===== src/rtl/zbt_arb_pkg.sv =====
// rtl/zbt_arb_pkg.sv - shared constants, grant encoding and point field helpers for the ZBT0 arbiter
//
// Purpose: common definitions for the point arbiter, the point writer and the
// renderer sweep. A stored point is one ZBT word packed as {x, y, z}, ten bits
// per axis, in the low 30 bits of the 36-bit word.
// Contents:
//   ZBT_ADDR_W / ZBT_DATA_W  ZBT0 word address and data widths
//   grant_t                  grant decision of the arbiter
//   PT_*_HI / PT_*_LO        point field slices
//   pt_x/pt_y/pt_z/pt_pack   field extract and pack helpers
package zbt_arb_pkg;

  localparam int ZBT_ADDR_W = 19;
  localparam int ZBT_DATA_W = 36;

  typedef enum logic [1:0] {
    GNT_IDLE = 2'd0,
    GNT_RD   = 2'd1,
    GNT_WR   = 2'd2,
    GNT_FWR  = 2'd3
  } grant_t;

  localparam int PT_X_HI = 29;
  localparam int PT_X_LO = 20;
  localparam int PT_Y_HI = 19;
  localparam int PT_Y_LO = 10;
  localparam int PT_Z_HI = 9;
  localparam int PT_Z_LO = 0;

  function automatic logic [9:0] pt_x(input logic [ZBT_DATA_W-1:0] w);
    return w[PT_X_HI:PT_X_LO];
  endfunction

  function automatic logic [9:0] pt_y(input logic [ZBT_DATA_W-1:0] w);
    return w[PT_Y_HI:PT_Y_LO];
  endfunction

  function automatic logic [9:0] pt_z(input logic [ZBT_DATA_W-1:0] w);
    return w[PT_Z_HI:PT_Z_LO];
  endfunction

  function automatic logic [ZBT_DATA_W-1:0] pt_pack(input logic [9:0] x,
                                                    input logic [9:0] y,
                                                    input logic [9:0] z);
    return {6'd0, x, y, z};
  endfunction

endpackage


===== src/rtl/zbt_read_valid_pipe.sv =====
// rtl/zbt_read_valid_pipe.sv - shift register turning a read grant into a latency-aligned valid strobe
//
// Purpose: delays the read-issued bit by DEPTH cycles so the valid strobe lines
// up with data returning from the ZBT controller pipeline.
// Ports:
//   clk        system clock
//   reset      synchronous active-high; flushes every stage
//   grant_bit  1 in the cycle a read address is on the ZBT bus
//   valid      grant_bit delayed by DEPTH cycles
module zbt_read_valid_pipe #(
  parameter int DEPTH = 2
) (
  input  logic clk,
  input  logic reset,
  input  logic grant_bit,
  output logic valid
);

  logic [DEPTH-1:0] stage;

  always_ff @(posedge clk) begin
    if (reset) begin
      stage <= '0;
    end else begin
      stage[0] <= grant_bit;
      for (int i = 1; i < DEPTH; i++) begin
        stage[i] <= stage[i-1];
      end
    end
  end

  assign valid = stage[DEPTH-1];

endmodule


===== src/rtl/zbt_point_arbiter.sv =====
// rtl/zbt_point_arbiter.sv - ZBT0 bank arbiter between the point writer and the renderer read sweep
//
// Purpose: issues at most one ZBT operation per cycle. Reads have fixed
// priority; a starvation counter forces a writer grant after STARVE_LIMIT
// consecutive denied writer cycles. Read data is passed straight through with a
// valid strobe aligned to READ_LATENCY.
// Optional build macro: ZBT_POINT_COUNT_EN enables the stored point counter;
// without it point_count is tied to all ones and clear_count is ignored.
// Ports:
//   clk, reset                      clock, synchronous active-high reset
//   rd_req/rd_addr/rd_ack           renderer read request and issue pulse
//   rd_data/rd_valid                read data (combinational) and its strobe
//   wr_req/wr_addr/wr_data/wr_ack   writer request and issue pulse
//   clear_count/point_count         point counter clear and value
//   zbt_addr/zbt_we/zbt_write_data  registered command to the ZBT controller
//   zbt_read_data                   data returned by the ZBT controller
module zbt_point_arbiter
  import zbt_arb_pkg::*;
#(
  parameter int ADDR_W       = ZBT_ADDR_W,
  parameter int DATA_W       = ZBT_DATA_W,
  parameter int READ_LATENCY = 2,
  parameter int STARVE_LIMIT = 8
) (
  input  logic              clk,
  input  logic              reset,
  input  logic              rd_req,
  input  logic [ADDR_W-1:0] rd_addr,
  output logic              rd_ack,
  output logic [DATA_W-1:0] rd_data,
  output logic              rd_valid,
  input  logic              wr_req,
  input  logic [ADDR_W-1:0] wr_addr,
  input  logic [DATA_W-1:0] wr_data,
  output logic              wr_ack,
  input  logic              clear_count,
  output logic [ADDR_W-1:0] point_count,
  output logic [ADDR_W-1:0] zbt_addr,
  output logic              zbt_we,
  output logic [DATA_W-1:0] zbt_write_data,
  input  logic [DATA_W-1:0] zbt_read_data
);

  localparam logic [7:0] LIMIT = 8'(STARVE_LIMIT);

  grant_t     gnt;
  logic       wr_grant;
  logic [7:0] starve_cnt;

  // Grant decision from the requests sampled at this edge. The forced write
  // only triggers once the writer has been denied LIMIT cycles in a row.
  always_comb begin
    gnt = GNT_IDLE;
    if (wr_req && (starve_cnt == LIMIT)) begin
      gnt = GNT_FWR;
    end else if (rd_req) begin
      gnt = GNT_RD;
    end else if (wr_req) begin
      gnt = GNT_WR;
    end
  end

  assign wr_grant = (gnt == GNT_WR) || (gnt == GNT_FWR);

  always_ff @(posedge clk) begin
    if (reset) begin
      rd_ack         <= 1'b0;
      wr_ack         <= 1'b0;
      zbt_we         <= 1'b0;
      zbt_addr       <= '0;
      zbt_write_data <= '0;
      starve_cnt     <= 8'd0;
    end else begin
      rd_ack <= (gnt == GNT_RD);
      wr_ack <= wr_grant;
      zbt_we <= wr_grant;
      // Address and write data hold through idle cycles.
      if (gnt == GNT_RD) begin
        zbt_addr <= rd_addr;
      end else if (wr_grant) begin
        zbt_addr       <= wr_addr;
        zbt_write_data <= wr_data;
      end
      if (!wr_req || wr_grant) begin
        starve_cnt <= 8'd0;
      end else if (starve_cnt < LIMIT) begin
        starve_cnt <= starve_cnt + 8'd1;
      end
    end
  end

  // rd_ack is high exactly while the read address sits on zbt_addr, so it is
  // the grant bit taken from the address cycle.
  zbt_read_valid_pipe #(
    .DEPTH(READ_LATENCY)
  ) u_valid_pipe (
    .clk      (clk),
    .reset    (reset),
    .grant_bit(rd_ack),
    .valid    (rd_valid)
  );

  assign rd_data = zbt_read_data;

`ifdef ZBT_POINT_COUNT_EN
  logic [ADDR_W-1:0] count_q;

  // Count is one past the highest written address; the top address cannot
  // be represented as +1, so it saturates at all ones.
  always_ff @(posedge clk) begin
    if (reset) begin
      count_q <= '0;
    end else if (clear_count) begin
      count_q <= '0;
    end else if (wr_grant && (wr_addr >= count_q)) begin
      count_q <= (&wr_addr) ? wr_addr : wr_addr + ADDR_W'(1);
    end
  end

  assign point_count = count_q;
`else
  logic unused_clear;
  assign unused_clear = clear_count;
  assign point_count  = '1;
`endif

endmodule


===== config.mk =====
export PLATFORM = sky130hd
export DESIGN_NAME = zbt_point_arbiter
export DESIGN_NICKNAME = d
export VERILOG_FILES = /design/src/rtl/zbt_arb_pkg.sv /design/src/rtl/zbt_read_valid_pipe.sv /design/src/rtl/zbt_point_arbiter.sv
export SDC_FILE = /design/constraint.sdc
export NUM_CORES = 1
export LEC_CHECK = 0
export BUFFER_PORTS_ARGS = -buffer_cell sky130_fd_sc_hd__buf_2
export CORE_MARGIN = 2
export CORE_UTILIZATION = 38
export CTS_CLUSTER_SIZE = 40
export DETAILED_ROUTE_END_ITERATION = 16
export GPL_TIMING_DRIVEN = 0
export PLACE_DENSITY = 0.82
export SYNTH_ARGS = -nofsm -noshare
export SYNTH_HDL_FRONTEND = slang
export SYNTH_HIERARCHICAL = 1
export SYNTH_SLANG_ARGS = --single-unit

===== constraint.sdc =====
create_clock -name clk -period 1.76 [get_ports clk]
set_input_delay 0.352 -clock clk [delete_from_list [all_inputs] [get_ports clk]]
set_output_delay 0.352 -clock clk [all_outputs]
set_load 0.03 [all_outputs]

==> results of run 1 <==
-- layer usage --
layer	vias to the layer above	GRT usage, %
met5	-	0
met4	0	6.32
met3	10	6.32
met2	171	32.5
met1	1575	21.7
li1	1690	-
-- metrics by stage --
step / setup TNS (ns) / setup slack [ns] / instances / util (%) / total power [uW]
2_1_floorplan: 0 / 0.109 / 426 / - / 2280
3_3_place_gp: -2.44 / -0.256 / 706 / 51.4 / 2530
3_5_place_dp: -4.60 / -0.390 / 706 / 51.4 / 2550
4_1_cts: 0 / 0.0569 / 725 / 54.1 / 3830
5_1_grt: 0 / 0.000399 / 726 / 54.2 / 3980
6_report: 0 / 0.0954 / 726 / 54.2 / 3790
-- worst max-delay path, cell delays in order (launching register included) --
cell,delay [ns]
dfxtp_2,0.36
inv_1,0.05
ha_1,0.17
nor2b_4,0.15
a32o_1,0.26
buf_4,0.18
clkbuf_2,0.19
o21ai_0,0.22
-- worst min-delay path by stage --
| stage | startpoint | endpoint | slack (ns) | depth (start not counted) |
|---|---|---|---|---|
| CTS | wr_data[35] | zbt_write_data[35] | 0.23 | 3 |
| detailed placement | u_valid_pipe/stage[0] | u_valid_pipe/stage[1] | 0.46 | 1 |
| global placement | u_valid_pipe/stage[0] | u_valid_pipe/stage[1] | 0.42 | 1 |
| floorplan | u_valid_pipe/stage[0] | u_valid_pipe/stage[1] | 0.41 | 1 |
| global route | wr_data[5] | zbt_write_data[5] | 0.23 | 3 |
| finish | wr_data[35] | zbt_write_data[35] | 0.25 | 3 |
-- power breakdown --
part / internal [uW] / switching (uW) / total [uW]
Clock: 649 / 617 / 1270
Sequential: 1590 / 38.7 / 1630
Combinational: 348 / 549 / 897
Total: 2590 / 1200 / 3790
-- repair_timing --
action,in CTS,in global routing
buffers inserted,3,1
pin swaps,2,0
gates cloned,0,0
resized for setup,7,7
setup endpoints to repair,46,26
-- cell type report --
cell class                      count  area share, %
Tap cell                          108           2.85
Sequential cell                    67           28.3
Multi-Input combinational cell    272           33.5
Clock inverter                      7           1.45
Buffer                             83           12.2
Inverter                            4          0.316
Timing Repair Buffer              176           18.8
Clock buffer                        9           2.61
-- logic make-up (layout without fill, tap and decap cells) --
logic type / Yosys count / count (layout) / synth area share [%]
adder cells (fa/ha/maj): 2 / 2 / 0.728
flip-flops: 67 / 67 / 39.0
buffers and inverters: 87 / 279 / 17.2
XOR/XNOR: 1 / 1 / 0.255
other: 1 / 19 / 0.109
AO/OA/AOI/OAI: 82 / 82 / 12.7
multiplexers: 19 / 19 / 5.53
AND/OR/NAND/NOR: 149 / 149 / 24.5
-- sequential cells by signal, indices dropped and copies added (netlist names) --
register,cells
u_valid_pipe/stage,2
starve_cnt,8
zbt_we,1
rd_ack,1
zbt_addr,19
zbt_write_data,36
-- placed cells by master (no fill, tap or decap), drive strengths merged, types with 2 or more instances in the layout --
master	count
o21ai	56
nand2	59
ha	2
conb	19
nor2	2
nand2b	36
mux2i	19
and2	6
nand3b	37
inv	4
clkbuf	27
dfxtp	67
a21oi	20
buf	241
nor2b	4
clkinvlp	2
clkinv	4
==> results.py, run 1 <==
metrics = {
    "die": {
        "rows": 34,
        "dieArea_um2": 9820,
        "die_w_um": 99.1,
        "core_area_um2": 8760,
        "ios": 229,
        "die_h_um": 99.1,
        "start_util_pct": 39.2,
    },
    "clock_network": {
        "root_buffer": "clkbuf_8",
        "clk_latency_ns": 0.33,
        "cts_hold_buf": 0,
        "numCtsBuffers": 9,
        "cts_max_level": 3,
        "path_clk_slew_ns": 0.07,
        "clock-sinks": 67,
        "cts_buffer_depth": 2,
        "cts_tree": "built",
    },
    "detailed_routing": {
        "wl_met3_um": 852,
        "drtIter0Drc": 72,
        "drt-total-wl_um": 9660,
        "drcViolationCount": 0,
        "dr_wl_met2_um": 4670,
        "wl_met1_um": 4030,
        "highest_layer": "met4",
        "avgRoutedWirePerCell_um": 13.3,
        "detail_route.vias_per_cell": 4.75,
        "vias": 3446,
        "firstDrtPassIters": 4,
        "ant_nets": 0,
    },
    "yosys": {
        "syn-cell-area_um2": 3440,
        "syn_inst": 408,
        "synthTopCellsByCount": "dfxtp_1 (67), nand2_1 (59), buf_4 (58)",
        "synth-seq-area-share_pct": 39.0,
        "synth-edff-count": 0,
        "yosys.area.top_type_share_pct": 39.0,
        "yosysMostFrequentCell": "dfxtp_1",
        "synth.area.top_cells": "dfxtp_1 (39%), buf_4 (13%), o21ai_0 (8.2%)",
        "synth_warnings": 6,
        "ys_ff_latch": 67,
        "synthFlopType": "dfxtp_1",
        "avgSynthCellArea_um2": 8.43,
        "ys_async_sr_fraction_pct": 0,
        "ys_types": 32,
        "synth_area_leader_cell": "dfxtp_1",
    },
    "sta": {
        "finalHoldViolCount": 0,
        "holdWs_ns": 0.251,
        "max_slew_margin_pct": 65.5,
        "timing.final.crit_share_pct": 94.6,
        "slew_viol_final": 0,
        "worstMarginPinSlew_ns": 0.517,
        "fmaxAchievable_mhz": 601,
        "min_period_ns": 1.66,
        "clock_skew_ns": 0.00690,
        "setup_viol": 0,
        "rsz0062_at_grt": "no",
    },
    "setup_path": {
        "crit_fanout": 10,
        "rr_startpoint": "starve_cnt[1]",
        "crit_type": "reg -> reg",
        "crit_start": "starve_cnt[1]",
        "cp.required_ns": 2.01,
        "end_kind": "flop",
        "r2r-end": "zbt_write_data[10]",
        "rr_worst_depth": 7,
        "endpoint": "zbt_write_data[10]",
        "startpoint_type": "flop",
        "crit_arrival_ns": 1.91,
        "r2r_setup_slack_ns": 0.1,
    },
    "global_routing": {
        "grt_max_degree": 13,
        "grt_pass1_wl_um": 15000,
        "grt_pass1_vias": 3293,
        "grt_antenna_before_repair": 0,
        "track_usage_pct": 18.7,
        "grt_remaining_overflow": 0,
    },
    "layout": {
        "nFillCells": 837,
        "multiInputGateArea_um2": 1590,
        "regArea_um2": 1340,
        "num-nets-final": 730,
        "antenna_cells": 0,
        "stdcell_area_um2": 4750,
        "post_route_cells_drive_above_1_share_pct": 43.7,
        "area_growth_pct": 38.1,
    },
    "placement": {
        "hpwl_um": 7370,
        "dpl-instance-area_um2": 4500,
        "port_buffers": 172,
        "gp_congestion": 0.859,
    },
    "power_and_ir_drop": {
        "peakVddDrop_mv": 0.439,
        "power_density_nw_per_um2": 798,
        "p_leak_uw": 0.00235,
    },
    "worst_hold_path": {
        "hold_class": "in -> reg",
    },
    "job": {
        "cap_violations": 0,
    },
    "run_status": {
        "status": "complete, no violations",
    },
}
(Power assumes the default switching activity.)
==> inputs of run 2 (changes only) <==
--- a/config.mk
+++ b/config.mk
@@ -6,11 +6,11 @@
 export NUM_CORES = 1
 export LEC_CHECK = 0
 export BUFFER_PORTS_ARGS = -buffer_cell sky130_fd_sc_hd__buf_2
-export CORE_MARGIN = 2
 export CORE_UTILIZATION = 38
 export CTS_CLUSTER_SIZE = 40
 export DETAILED_ROUTE_END_ITERATION = 16
 export GPL_TIMING_DRIVEN = 0
+export HOLD_SLACK_MARGIN = 0.03
 export PLACE_DENSITY = 0.82
 export SYNTH_ARGS = -nofsm -noshare
 export SYNTH_HDL_FRONTEND = slang
==> run 2 against run 1 <==
Combinational power shrank 0.9%. Sequential share of layout area grew 0.33 points. Critical path type unchanged. Highest routed layer is now met5. Largest cell class unchanged. Worst setup slack lost 0.017 ns. Total power shrank 5.6%. Final cell count shrank 0.14%. Routed wire length shrank 5.7%. Via count shrank 0.96%.
==> results.py, run 2 (synthesized netlist as in run 1, its figures left out) <==
metrics = {
    "layout": {
        "layout_common_cells": "buf_2 (174), dfxtp_1 (65), buf_4 (61)",
        "stdcell_count": 725,
        "reg_top3": "zbt_write_data: 36 flops, zbt_addr: 19 flops, starve_cnt: 8 flops",
        "antenna_cells": 0,
        "num-nets-final": 729,
        "nFillCells": 829,
        "post_route_cells_drive_above_1_share_pct": 42.9,
        "area_growth_pct": 36.8,
        "largest_reg_flops": 36,
        "final_common_cell": "buf_2",
        "top_register": "zbt_write_data",
    },
    "die": {
        "rows": 34,
        "start_util_pct": 39.4,
        "ios": 229,
        "core_area_um2": 8720,
        "die_h_um": 97.1,
        "dieArea_um2": 9430,
        "die_w_um": 97.1,
    },
    "setup_path": {
        "path_common_cell": "buf_4",
        "crit_path_top_delay_cell": "dfxtp_4",
        "crit_arrival_ns": 1.90,
        "r2r_setup_slack_ns": 0.08,
        "crit_buf_inv": 3,
        "cp.required_ns": 1.98,
        "crit_fanout": 10,
        "cp_cell_sequence": "inv_1, ha_1, nor2b_4, a32o_1, buf_4, buf_4, nand3b_1, o21ai_0",
        "end_kind": "flop",
        "startpoint_type": "flop",
        "cp_top_family": "buffers and inverters",
        "crit_path_max_incr_delay_ns": 0.37,
        "crit_type": "reg -> reg",
    },
    "clock_network": {
        "numCtsBuffers": 9,
        "path_clk_slew_ns": 0.07,
        "root_buffer": "clkbuf_8",
        "clk_latency_ns": 0.34,
        "cts_tree": "built",
        "cts_hold_buf": 0,
        "cts_buffer_depth": 2,
        "clock-sinks": 67,
        "cts_max_level": 3,
    },
    "detailed_routing": {
        "ant_nets": 0,
        "firstDrtPassIters": 4,
        "drt-total-wl_um": 9100,
        "drcViolationCount": 0,
        "vias": 3413,
        "avgRoutedWirePerCell_um": 12.6,
        "drtIter0Drc": 95,
        "detail_route.vias_per_cell": 4.71,
    },
    "sta": {
        "setup_viol": 0,
        "finalHoldViolCount": 0,
        "timing.final.crit_share_pct": 95.5,
        "clock_skew_ns": 0.00924,
        "min_period_ns": 1.68,
        "finalSetupTns_ns": 0,
        "slew_viol_final": 0,
        "rsz0062_at_grt": "no",
        "fmaxAchievable_mhz": 595,
    },
    "job": {
        "cap_violations": 0,
    },
    "power_and_ir_drop": {
        "peakVddDrop_mv": 0.418,
        "p_leak_uw": 0.00233,
        "power_density_nw_per_um2": 761,
    },
    "global_routing": {
        "grt_antenna_before_repair": 2,
        "track_usage_pct": 18.9,
        "grt_pass1_vias": 3257,
        "grt_remaining_overflow": 0,
        "grt_max_degree": 11,
        "grt_pass1_wl_um": 14600,
    },
    "placement": {
        "port_buffers": 172,
        "gp_congestion": 0.784,
        "placed_cells": 706,
        "hpwl_um": 6970,
    },
    "worst_hold_path": {
        "hold_class": "in -> reg",
    },
    "run_status": {
        "status": "complete, no violations",
    },
}
==> run 2: cell types whose count changed in the layout (fill, tap and decap cells not counted), moves of 2 or more <==
cell	before	now
clkbuf_1	14	18
o21ai_1	5	2
clkinvlp_4	2	0
o21ai_0	51	54
clkbuf_2	1	3
==> run 2: path summary, 6_finish.rpt <==
path,startpoint,end,cells past startpoint
setup / recovery,starve_cnt[0],zbt_write_data[11],8
hold / removal,wr_data[4],zbt_write_data[4],3
setup reg to reg,starve_cnt[0],zbt_write_data[11],8
hold reg to reg,u_valid_pipe/stage[0],u_valid_pipe/stage[1],1
==> run 2: through the flow <==
step | utilization [%] | hold slack (ns) | total power [uW] | worst slack [ns] | cell area, um^2
floorplan | - | 0.414 | 2280 | 0.109 | 3510
global placement | 51.6 | 0.419 | 2530 | -0.218 | 4500
detailed placement | 51.6 | 0.426 | 2550 | -0.303 | 4500
CTS | 53.7 | 0.231 | 3630 | 0.00250 | 4680
global route | 53.9 | 0.240 | 3780 | 0.000276 | 4700
finish | 53.9 | 0.246 | 3580 | 0.0789 | 4700
==> run 2: report_power, final <==
group	leakage (uW)	total, uW	internal, uW	switching [uW]
sequential	0.000551	1630	1590	39.8
clock	0.0000812	1060	507	555
combinational	0.00170	889	346	543
total	0.00233	3580	2440	1140
==> run 2: repair_timing <==
item / in CTS / in global routing
pin swaps: 1 / 0
resized for setup: 4 / 7
setup endpoints to repair: 44 / 45
buffers inserted: 2 / 1
==> run 2: worst min-delay path, cell delays in order <==
cell and delay, ns:
buf_2 0.07, nand3b_1 0.06, o21ai_0 0.06
==> run 2: layout make-up <==
class                   instances  area (um^2)  share of cell area, %
repair buffers                175          883                   18.8
clock inverters                 3         15.0                  0.319
clock buffers                  13          139                   2.95
multi-input cells             272         1590                   33.8
inverters                       4         15.0                  0.319
flip-flops and latches         67         1350                   28.6
plain buffers                  83          579                   12.3
well taps                     108          135                   2.87
==> run 2: metal layers <==
layer  track usage (%)  vias up  share of wire, %
li1                  -     1688                 -
met1              21.9     1532                41
met2              32.2      172                47
met3              5.40       19               8.8
met4              8.84        2               2.3
met5                 0        -              0.18
